--- config.mk ---
export PLATFORM = sky130hd
export DESIGN_NAME = port_uart_tx
export DESIGN_NICKNAME = d
export VERILOG_FILES = /design/src/rtl/port_uart_tx.sv
export SDC_FILE = /design/constraint.sdc
export NUM_CORES = 1
export LEC_CHECK = 0
export ABC_CLOCK_PERIOD_IN_PS = 7600
export CAP_MARGIN = 20
export CELL_PAD_IN_SITES_DETAIL_PLACEMENT = 1
export CELL_PAD_IN_SITES_GLOBAL_PLACEMENT = 2
export CORE_ASPECT_RATIO = 0.7
export CORE_MARGIN = 2
export CORE_UTILIZATION = 38
export CTS_BUF_LIST = sky130_fd_sc_hd__clkbuf_4 sky130_fd_sc_hd__clkbuf_8
export CTS_CLUSTER_SIZE = 12
export DETAILED_ROUTE_END_ITERATION = 8
export PLACE_DENSITY = 0.95
export SLEW_MARGIN = 20
export SYNTH_ARGS = -nofsm -noshare
export SYNTH_HDL_FRONTEND = slang
export SYNTH_SLANG_ARGS = --single-unit
--- constraint.sdc ---
create_clock -name clock -period 7.6 [get_ports clock]
set_input_delay 0.76 -clock clock [delete_from_list [all_inputs] [get_ports clock]]
set_output_delay 0.76 -clock clock [all_outputs]
set_load 0.03 [all_outputs]
--- src/rtl/port_uart_tx.sv ---
// rtl/port_uart_tx.sv - toggle-handshake port register feeding a 4-deep FIFO and 8N1 UART serializer
module port_uart_tx #(
   parameter int CLOCKS_PER_BIT = 434
) (
   input  logic        clock,
   input  logic        reset,
   input  logic [31:0] portOutputWord,
   output logic [31:0] portInputWord,
   output logic        txd
);

   localparam int CNT_W = (CLOCKS_PER_BIT > 2) ? $clog2(CLOCKS_PER_BIT) : 1;
   localparam logic [CNT_W-1:0] LAST_TICK = CNT_W'(CLOCKS_PER_BIT - 1);

   typedef enum logic [1:0] {
      IDLE,
      START,
      DATA,
      STOP
   } txState_t;

   txState_t         state;
   logic [CNT_W-1:0] bitCounter;
   logic [2:0]       bitIndex;
   logic [7:0]       shiftReg;

   logic [7:0]       fifoMem [4];
   logic [1:0]       wrPtr;
   logic [1:0]       rdPtr;
   logic [2:0]       fifoCount;
   logic             ackToggle;

   logic             requestPending;
   logic             fifoFull;
   logic             fifoEmpty;
   logic             pushNow;
   logic             popNow;
   logic             lastTick;
   logic             frameDone;
   logic             activeNext;
   logic             ackNext;
   logic [2:0]       countNext;
   logic [31:0]      statusNext;
   logic             unusedBits;

   assign unusedBits = ^portOutputWord[30:8];

   // Fullness and emptiness come from the pre-edge count, so a push never
   // rides on a same-cycle pop and a fresh push is never popped on its own edge.
   assign requestPending = portOutputWord[31] != ackToggle;
   assign fifoFull       = fifoCount == 3'd4;
   assign fifoEmpty      = fifoCount == 3'd0;
   assign pushNow        = requestPending && !fifoFull;
   assign lastTick       = bitCounter == LAST_TICK;
   assign popNow         = !fifoEmpty && ((state == IDLE) || (state == STOP && lastTick));
   assign frameDone      = (state == STOP) && lastTick && fifoEmpty;

   always_comb begin
      countNext = fifoCount;
      case ({pushNow, popNow})
         2'b10:   countNext = fifoCount + 3'd1;
         2'b01:   countNext = fifoCount - 3'd1;
         default: countNext = fifoCount;
      endcase
   end

   assign ackNext    = pushNow ? portOutputWord[31] : ackToggle;
   assign activeNext = popNow || ((state != IDLE) && !frameDone);
   assign statusNext = {ackNext, 25'd0, countNext, countNext == 3'd0,
                        countNext == 3'd4, (countNext != 3'd0) || activeNext};

   always_ff @(posedge clock) begin
      if (pushNow) begin
         fifoMem[wrPtr] <= portOutputWord[7:0];
      end
   end

   always_ff @(posedge clock or posedge reset) begin
      if (reset) begin
         wrPtr     <= 2'd0;
         rdPtr     <= 2'd0;
         fifoCount <= 3'd0;
         ackToggle <= 1'b0;
      end else begin
         if (pushNow) begin
            wrPtr     <= wrPtr + 2'd1;
            ackToggle <= portOutputWord[31];
         end
         if (popNow) begin
            rdPtr <= rdPtr + 2'd1;
         end
         fifoCount <= countNext;
      end
   end

   always_ff @(posedge clock or posedge reset) begin
      if (reset) begin
         portInputWord <= 32'h0000_0004;
      end else begin
         portInputWord <= statusNext;
      end
   end

   // txd is loaded on each state transition, so it already carries the new bit
   // during the first cycle of every bit period.
   always_ff @(posedge clock or posedge reset) begin
      if (reset) begin
         state      <= IDLE;
         bitCounter <= '0;
         bitIndex   <= 3'd0;
         shiftReg   <= 8'd0;
         txd        <= 1'b1;
      end else begin
         case (state)
            IDLE: begin
               txd        <= 1'b1;
               bitCounter <= '0;
               bitIndex   <= 3'd0;
               if (popNow) begin
                  shiftReg <= fifoMem[rdPtr];
                  txd      <= 1'b0;
                  state    <= START;
               end
            end
            START: begin
               if (lastTick) begin
                  bitCounter <= '0;
                  bitIndex   <= 3'd0;
                  txd        <= shiftReg[0];
                  state      <= DATA;
               end else begin
                  bitCounter <= bitCounter + 1'b1;
               end
            end
            DATA: begin
               if (lastTick) begin
                  bitCounter <= '0;
                  if (bitIndex == 3'd7) begin
                     txd   <= 1'b1;
                     state <= STOP;
                  end else begin
                     bitIndex <= bitIndex + 3'd1;
                     shiftReg <= {1'b0, shiftReg[7:1]};
                     txd      <= shiftReg[1];
                  end
               end else begin
                  bitCounter <= bitCounter + 1'b1;
               end
            end
            STOP: begin
               if (lastTick) begin
                  bitCounter <= '0;
                  bitIndex   <= 3'd0;
                  if (popNow) begin
                     shiftReg <= fifoMem[rdPtr];
                     txd      <= 1'b0;
                     state    <= START;
                  end else begin
                     txd   <= 1'b1;
                     state <= IDLE;
                  end
               end else begin
                  bitCounter <= bitCounter + 1'b1;
               end
            end
            default: begin
               txd   <= 1'b1;
               state <= IDLE;
            end
         endcase
      end
   end

endmodule

# ---- Word-level counts from Yosys, hierarchy flattened
# Memories as Yosys holds them, arrays and structs flattened.
# Index checks and enable logic that the tools add are counted.
dict set report totals {
  ff_bits 38
  ramBits 32
  inputBits 34
  output_inout_bits 33
  word_cells 85
  memories 1
}
# memory depth width rd rd_ports_with_merged_regs wr line
set memory_table {}
lappend memory_table {fifoMem 4 8 1 0 1 27} ;# logic [7:0] fifoMem [4];
dict set report classes {
  add_sub_neg 6
  eq_ne 17
  n_mux 28
  reduce_logical 23
}
# operator n
set op_table {}
lappend op_table {{8-bit 2-to-1 mux} 4}
lappend op_table {{8-bit case mux with 3 select lines} 1}
lappend op_table {{9-bit case mux with 2 select lines} 1}
lappend op_table {{2-bit != test, second input constant} 6}
lappend op_table {{2-bit 2-to-1 mux} 5}
lappend op_table {{9-bit by 1-bit adder with 9-bit output, second input constant} 1}
lappend op_table {{3-bit equality test, second input constant} 3}
lappend op_table {{9-bit equality test, second input constant} 1}
lappend op_table {{1-bit 2-to-1 mux} 9}
lappend op_table {{3-bit 2-to-1 mux} 3}
lappend op_table {{9-bit 2-to-1 mux} 1}
lappend op_table {{3-bit case mux with 3 select lines} 1}
lappend op_table {{2-bit case mux with 4 select lines} 1}
lappend op_table {{3-bit by 1-bit adder with 3-bit output, second input constant} 2}
lappend op_table {{2-bit equality test, second input constant} 3}
lappend op_table {{3-bit logical NOT} 2}
lappend op_table {{3-bit case mux with 2 select lines} 1}
lappend op_table {{3-bit AND reduction} 2}
lappend op_table {{3-bit nonzero test} 2}
lappend op_table {{1-bit logical AND} 5}
lappend op_table {{5-bit AND reduction} 1}
lappend op_table {{2-bit by 1-bit adder with 2-bit output, second input constant} 2}
lappend op_table {{2-bit by 1-bit equality test with 1-bit output, second input constant} 2}
lappend op_table {{1-bit case mux with 4 select lines} 1}
lappend op_table {{10 further kinds} 14}

# ---- Logic depth before layout (Yosys ltp)
dict set report logic_depth {
  word_depth 8
  ltp_mapped 13
  depth_no_buf 13
}

# ---- Worst setup path before layout
# Ideal clock, no wire load.
dict set report synth_timing {
  path_type {input-to-reg}
  startpoint {input port portOutputWord[31]}
  endpoint {register portInputWord[0]}
  setup_time_ps 139
  t_arrival_ps 2590
  required_time_ps 7461
  slack_ps 4871
  cell_stages 11
  path_buffers 0
  cell_sequence {xnor2_1 > a21oi_1 > inv_1 > ha_1 > inv_1 > fa_1 > xor2_1 > nor2_1 > xnor2_1 > inv_1 > or4_1}
}
dict set report synth_between {
  elab_chain_cells 6
  elab_cells_between_ends 7
  cone_classes {3 x eq/ne; 1 x mux; 3 x reduce/logical}
}
# item line
set synth_lines {}
lappend synth_lines {{start, declared} 7} ;# input logic [31:0] portOutputWord,
lappend synth_lines {{1-bit != test (*)} 50} ;# assign requestPending = portOutputWord[31] != ackToggle;
lappend synth_lines {{1-bit logical AND (*)} 53} ;# assign pushNow = requestPending && !fifoFull;
lappend synth_lines {{2-bit by 1-bit equality test with 1-bit output / 2-bit equality test (equally long branches)} 60} ;# case ({pushNow, popNow})
lappend synth_lines {{3-bit case mux with 2 select lines (*)} 60}
lappend synth_lines {{via countNext[2]} 42} ;# logic [2:0] countNext;
lappend synth_lines {{3-bit nonzero test (*)} 70} ;# countNext == 3'd4, (countNext != 3'd0) || activeNext};
lappend synth_lines {{1-bit logical OR (*)} 70}
lappend synth_lines {{via statusNext[0]} 43} ;# logic [31:0] statusNext;
lappend synth_lines {{end signal, assigned} 100} ;# portInputWord <= statusNext;
lappend synth_lines {{end, declared} 8} ;# output logic [31:0] portInputWord,
# Mark *: on every way through the listed nets, which the timed path passes. The rest lies on a longest branch.
# A chain may end at the register's enable or synchronous reset.

# ---- Final worst setup path
# Ends and elaborated chain as after synthesis.

==> impl_metrics.json <==
{
  "grt_pass1_wl_um": 10500,
  "skew_ns": 0.00843,
  "syn_to_final_growth_pct": 13.2,
  "wl_um": 6290,
  "outcome": "complete, no violations",
  "synth_compound_area_share_pct": 7.35,
  "grt_max_degree": 35,
  "p_sw_mw": 0.556,
  "worst-endpoint-required_ns": 7.83,
  "worstHoldStart": "txd$_DFFE_PP1P_",
  "slew_headroom_pct": 59.2,
  "cts.hold.buffers_added": 0,
  "antenna_left": 0,
  "numCtsBuffers": 9,
  "ys_ff_latch": 66,
  "setup_viol": 0,
  "post-route-period-util_pct": 42.6,
  "hold_class": "flip-flop to flip-flop",
  "whs_path_depth": 1,
  "dieArea_um2": 9280,
  "muxShareOfSynthArea_pct": 6.61,
  "overflow": 0,
  "swShare_pct": 36.9,
  "crit_type": "primary input to flip-flop",
  "gp_routability_congestion": 0.807,
  "clkTransAtPathRegs_ns": 0.07,
  "dr.first_iter.drc_count": 86,
  "grt_pass1_vias": 1946,
  "drive_gt1_share_pct": 11.5,
  "end_kind": "flip-flop",
  "pwr-share-comb_pct": 37.6,
  "rr_startpoint": "bitCounter[1]$_DFF_PP0_",
  "worst_pin_slew_ns": 0.612,
  "p_leak_nw": 1.52,
  "synthesis.area_um2": 3240,
  "cp_max_fo": 8,
  "max_cap_violations": 0,
  "fin_crit_ns": 3.24,
  "die_h_um": 81.2,
  "holdPathEnd": "txd$_DFFE_PP1P_",
  "via_per_inst": 4.92,
  "ios": 67,
  "internal-power_mw": 0.950,
  "yosys.area_share.simple_pct": 10.1,
  "timing.rr.end": "portInputWord[0]$_DFF_PP0_",
  "cts_tree": "yes",
  "synth_top_family_by_area": "buffers and inverters",
  "regToRegSetupSlack_ns": 4.50,
  "fp.coreArea_um2": 8370,
  "powerDensity_nw_per_um2": 411,
  "synth-xor-area-share_pct": 3.79,
  "drt-wirelength-per-cell_um": 16.1,
  "drt-pass1-iter-count": 4,
  "reg2reg_depth": 13,
  "synth_cell_types": 47,
  "synthArstFlopShare_pct": 51.5,
  "h-tree-depth": 3,
  "seq_power_share_pct": 38.7,
  "num_rows": 28,
  "start_util_pct": 38.6,
  "via_count": 1927,
  "die_x_um": 114,
  "syn_area_per_cell_um2": 12.5,
  "slew_violations": 0,
  "antenna_found_initial": 0,
  "synth_edf_count": 32,
  "clk_latency_ns": 0.36,
  "hpwlAfterDp_um": 4440,
  "finalSetupTns_ns": 0,
  "fin_ws_ns": 4.36,
  "synthCells": 259,
  "numClockSinks": 66,
  "fmax_mhz": 309,
  "arrival_ns": 3.47,
  "final_nets": 330,
  "post_cts_buffers": 0,
  "dp_slack_ns": 4.01,
  "cts_root_buffer": "clkbuf_8",
  "cts_resized": 0,
  "ir_drop_mv": 0.171,
  "grtUsageTotal_pct": 15.4,
  "n_antenna_cell": 0,
  "finalHoldViolCount": 0,
  "synthAdderAreaFrac_pct": 5.65,
  "rsz0062_at_grt": "false",
  "yosys_warnings": 0,
  "numPortBuffers": 18,
  "power_frac_clock_pct": 23.7,
  "synth_ff_type": "edfxtp_1",
  "route.detailed.drc": 0,
  "ys_seq_area_share_pct": 56.1,
  "critPathLaunchType": "primary input",
  "cts_max_path_buffers": 2
}
[Yosys cell counts, drive strengths merged (2+ instances only)]
master  instances  area, µm²
xor2            4       35.0
edfxtp         32        961
nor3            4       31.3
o31ai           2       15.0
nor4            2       18.8
ha             13        163
a222oi          7       70.1
a22o            2       17.5
a31oi           4       25.0
and2            4       25.0
nor2           25        104
a21oi           4       23.8
xnor2          10       87.6
clkbuf          2       7.51
dfrtp          32        801
or3             2       12.5
buf            29        210
nand2           9       33.8
mux4            8        180
nand2b          4       25.0
mux2            3       33.8
dfstp           2       52.6
nand3           4       20.0
inv            31        116
o21ai           5       25.0
o221ai          2       17.5
[worst max-delay path, stage by stage]
cell             delay [ns]
clkdlybuf4s50_1        0.44
xnor2_1                0.14
a21oi_1                0.47
inv_1                  0.11
ha_1                   0.25
inv_1                  0.07
fa_1                   0.18
xor2_1                 0.19
nor2_1                 0.07
xnor2_1                0.20
inv_1                  0.10
or4_1                  0.48
[worst max path at each step]
| stage | from | end | slack (ns) |
|---|---|---|---|
| floorplan | portOutputWord[31] | portInputWord[0]$_DFF_PP0_ | 4.87 |
| global placement | portOutputWord[31] | portInputWord[0]$_DFF_PP0_ | 4.20 |
| detailed placement | portOutputWord[31] | portInputWord[0]$_DFF_PP0_ | 4.01 |
| CTS | portOutputWord[31] | portInputWord[0]$_DFF_PP0_ | 4.34 |
| global route | portOutputWord[31] | portInputWord[0]$_DFF_PP0_ | 4.06 |
| finish | portOutputWord[31] | portInputWord[0]$_DFF_PP0_ | 4.36 |
[final cells by class]
class / count / area (µm²)
fill: 869 / 4710
inverter: 31 / 116
clock buffer: 10 / 131
tap: 105 / 131
multi-input combinational: 155 / 1180
clock inverter: 6 / 105
timing repair buffer: 19 / 188
sequential: 66 / 1810
[sequential cells by signal, indices dropped and copies added, names as in the netlist]
signal and count:
txd 1, fifoMem 32, bitIndex 3, state 2, fifoCount 2, wrPtr 2
shiftReg 8, rdPtr 2, portInputWord 5, bitCounter 9
[per-stage QoR]
stage / area [µm²] / util, % / power (mW) / std cells / hold slack (ns)
floorplan: 3330 / - / 1.01 / 283 / 0.461
global placement: 3430 / 40.9 / 1.13 / 376 / 0.476
detailed placement: 3430 / 40.9 / 1.16 / 376 / 0.478
CTS: 3660 / 43.8 / 1.52 / 392 / 0.489
global route: 3660 / 43.8 / 1.62 / 392 / 0.499
finish: 3660 / 43.8 / 1.51 / 392 / 0.487
[power groups by stage]
stage / logic, mW / clock network, mW / registers (mW)
after floorplan: 0.433 / 0 / 0.575
after global placement: 0.542 / 0 / 0.584
after detailed placement: 0.567 / 0 / 0.592
after CTS: 0.572 / 0.364 / 0.587
after global routing: 0.636 / 0.379 / 0.602
final: 0.567 / 0.356 / 0.583
[metal layers]
layer | vias to the layer above | track usage, % | wire [µm]
met1 | 977 | 20.4 | 3070
li1 | 907 | - | -
met5 | - | 0 | 0
met2 | 35 | 23.3 | 2910
met4 | 0 | 5.85 | 101
met3 | 8 | 5.37 | 210
[cell usage in the layout (no fill, tap or decap), drive strengths merged, types with 9 or more instances in the layout]
cell	count
nand2	9
clkbuf	10
edfxtp	32
ha	13
dfrtp	32
clkdlybuf4s50	18
conb	25
nor2	25
inv	31
xnor2	10
[kinds of logic (layout without fill, tap and decap cells)]
family / Yosys count / after routing
buffers and inverters: 62 / 66
AOI/OAI and AO/OA: 31 / 31
adders and majority gates: 14 / 14
DFF: 66 / 66
muxes: 11 / 11
other: 1 / 25
xor gates and xnor gates: 14 / 14
and+or+nand+nor: 60 / 60
Power figures use the tool's default switching activity.
==> edit, RTL diff (same settings) <==
The parameter `CLOCKS_PER_BIT` goes from 434 to 868.
--- a/src/rtl/port_uart_tx.sv
+++ b/src/rtl/port_uart_tx.sv
@@ -1,6 +1,6 @@
 // rtl/port_uart_tx.sv - toggle-handshake port register feeding a 4-deep FIFO and 8N1 UART serializer
 module port_uart_tx #(
-   parameter int CLOCKS_PER_BIT = 434
+   parameter int CLOCKS_PER_BIT = 868
 ) (
    input  logic        clock,
    input  logic        reset,
Function: same outputs for any inputs over 10 cycles, from zero or initial values and one cycle with reset high; that may be too few to reach the edited logic, so the function may still have changed.
==> edit against the original RTL <==
- area after synthesis grew 1.9%
- sequential power increased by 0.7%
- final area increased by 1.1%
- power down 4.5%
- routed wire length shrank 6.8%
- sequential cell count rose by 1
- worst setup slack better by 0.21 ns
- sequential share of layout area grew 0.14 points
- register-to-register slack improved by 0.07 ns
- final cell count up 2.8%
- core utilization increased by 0.11 points
==> edit: results (changes against the original RTL) <==
Parameter                              Value

Status
  Run status    completed (unchanged)

Synth
  Synthesized area per cell    12.9 um^2 (was 12.5 um^2)
  Post-synth ARST share    52.2% (was 51.5%)
  Commonest cells post-synth    33 x sky130_fd_sc_hd__dfrtp_1, 32 x sky130_fd_sc_hd__edfxtp_1, 29 x sky130_fd_sc_hd__buf_4, 25 x sky130_fd_sc_hd__nand2_1, 17 x sky130_fd_sc_hd__nor2_1 (was 32 x sky130_fd_sc_hd__dfrtp_1, 32 x sky130_fd_sc_hd__edfxtp_1, 31 x sky130_fd_sc_hd__inv_1, 26 x sky130_fd_sc_hd__buf_4, 23 x sky130_fd_sc_hd__nor2_1)
  Cell types occupying the most area after synthesis    sky130_fd_sc_hd__edfxtp_1 29%, sky130_fd_sc_hd__dfrtp_1 25%, sky130_fd_sc_hd__buf_4 6.6% (was sky130_fd_sc_hd__edfxtp_1 30%, sky130_fd_sc_hd__dfrtp_1 25%, sky130_fd_sc_hd__buf_4 6.0%)
  Unique masters post-synth    52 (was 47)
  Register area share after synthesis    55.8% (was 56.1%)
  Flip-flop cell with the highest count after synthesis    sky130_fd_sc_hd__dfrtp_1 (was sky130_fd_sc_hd__edfxtp_1)

Placed design
  Placed wire-length estimate    4170 um (was 4440 um)
  Final estimated routing congestion in global placement    0.797 (was 0.807)
  Post-DP Area    3480 um^2 (was 3430 um^2)
  Number of placed cells counting well taps    387 (was 376)
  Setup Slack @ Placement    4.45 ns (was 4.01 ns)

Setup path
  CP startpoint    bitCounter[0] (was portOutputWord[31])
  Critical-path maximum fanout    5 (was 8)
  Delay of the slowest critical-path stage    0.41 ns (was 0.48 ns)
  Worst-path cell with the longest stage delay    sky130_fd_sc_hd__dfrtp_1 (was sky130_fd_sc_hd__or4_1)
  Top Family by Delay on Critical Path    adder cells (was buffers and inverters)
  Most common cell type on the critical path    sky130_fd_sc_hd__nor2_1 (was sky130_fd_sc_hd__inv_1)

Power and ir drop
  Peak VDD IR    0.000164 V (was 0.000171 V)
  Share of total power in combinational logic    36.7% (was 37.6%)
  Static leakage power    1.54 nW (was 1.52 nW)
  Power Density    389 nW/um^2 (was 411 nW/um^2)
  Internal power    911 uW (was 950 uW)

Route
  Drt first-iter violations    129 (was 86)
  Vias    1871 (was 1927)
  DR WL/cell    14.6 um (was 16.1 um)
  Number of detailed-route iterations in the first pass    4 (unchanged)

Min path
  Path type of the worst min-delay path    reg2reg (unchanged)
  Worst hold path startpoint    shiftReg[5] (was txd)

Global route
  GRT Resource Usage Total    14.4% (was 15.4%)
  Maximum number of pins on one net before global-route repair    36 (was 35)
  Global-route wire length before repair    10000 um (was 10500 um)
  Number of global-route vias before repair    2018 (was 1946)

Layout
  Share of post-route cells with drive strength above 1    13.4% (was 11.5%)
  Biggest regs    fifoMem (32), bitCounter (10), shiftReg (8) (was fifoMem (32), bitCounter (9), shiftReg (8))
  Final cell count without fillers    403 (was 392)
  Final layout net count    326 (was 330)

Timing
  Skew final    0.00851 ns (was 0.00843 ns)
  Tightest Pin Transition    0.600 ns (was 0.612 ns)
## edit: cell types whose count changed in the layout (fill, tap and decap cells not counted), sizes merged, moves of 3 or more
cell | before | now
nand4 | 0 | 3
nor2 | 25 | 17
nand2b | 4 | 0
xor2 | 4 | 9
nand2 | 9 | 25
and3 | 0 | 4
a22oi | 1 | 6
a222oi | 7 | 1
xnor2 | 10 | 6
a31oi | 4 | 0
inv | 31 | 16
## edit: area by class of cell
type	instances	area (um^2)
clock buffers	10	131
clock inverters	6	88.8
fillers	909	4740
inverters	15	56.3
multi-input cells	166	1250
flip-flops and latches	67	1840
well taps	120	150
repair buffers	19	188
## edit: cells by family (layout without fill, tap and decap cells)
logic type,Yosys count,in the layout,share of synthesized area (%)
DFF,67,67,55.8
muxes,9,9,5.81
adders and majority gates,14,14,5.54
xor gates and xnor gates,15,15,3.99
and+or+nand+nor,74,74,12.5
other,1,25,0.114
buffers and inverters,47,50,9.00
AOI/OAI and AO/OA,29,29,7.21
## edit: worst paths after layout
kind | to | slack (ns) | depth (start not counted)
max | portInputWord[1] | 4.57 | 12
max reg2reg | portInputWord[1] | 4.57 | 12
min reg2reg | shiftReg[5] | 0.48 | 2
max in group asynchronous | portInputWord[2] | 6.43 | 3
min | shiftReg[5] | 0.48 | 2
min in group asynchronous | bitCounter[7] | 0.82 | 3
## edit: metal layers
metal / global-route usage [%] / up-vias / share of wire, %
met1: 18.0 / 936 / 48
met2: 23.1 / 25 / 47
met5: 0 / - / 0
met3: 5.54 / 6 / 3.9
met4: 5.06 / 0 / 1.0
li1: - / 904 / -
## edit: tightest hold or removal path: stages (launching register included)
cell	delay, ns
sky130_fd_sc_hd__dfrtp_1	0.35
sky130_fd_sc_hd__nand2_1	0.06
sky130_fd_sc_hd__nand2_1	0.05
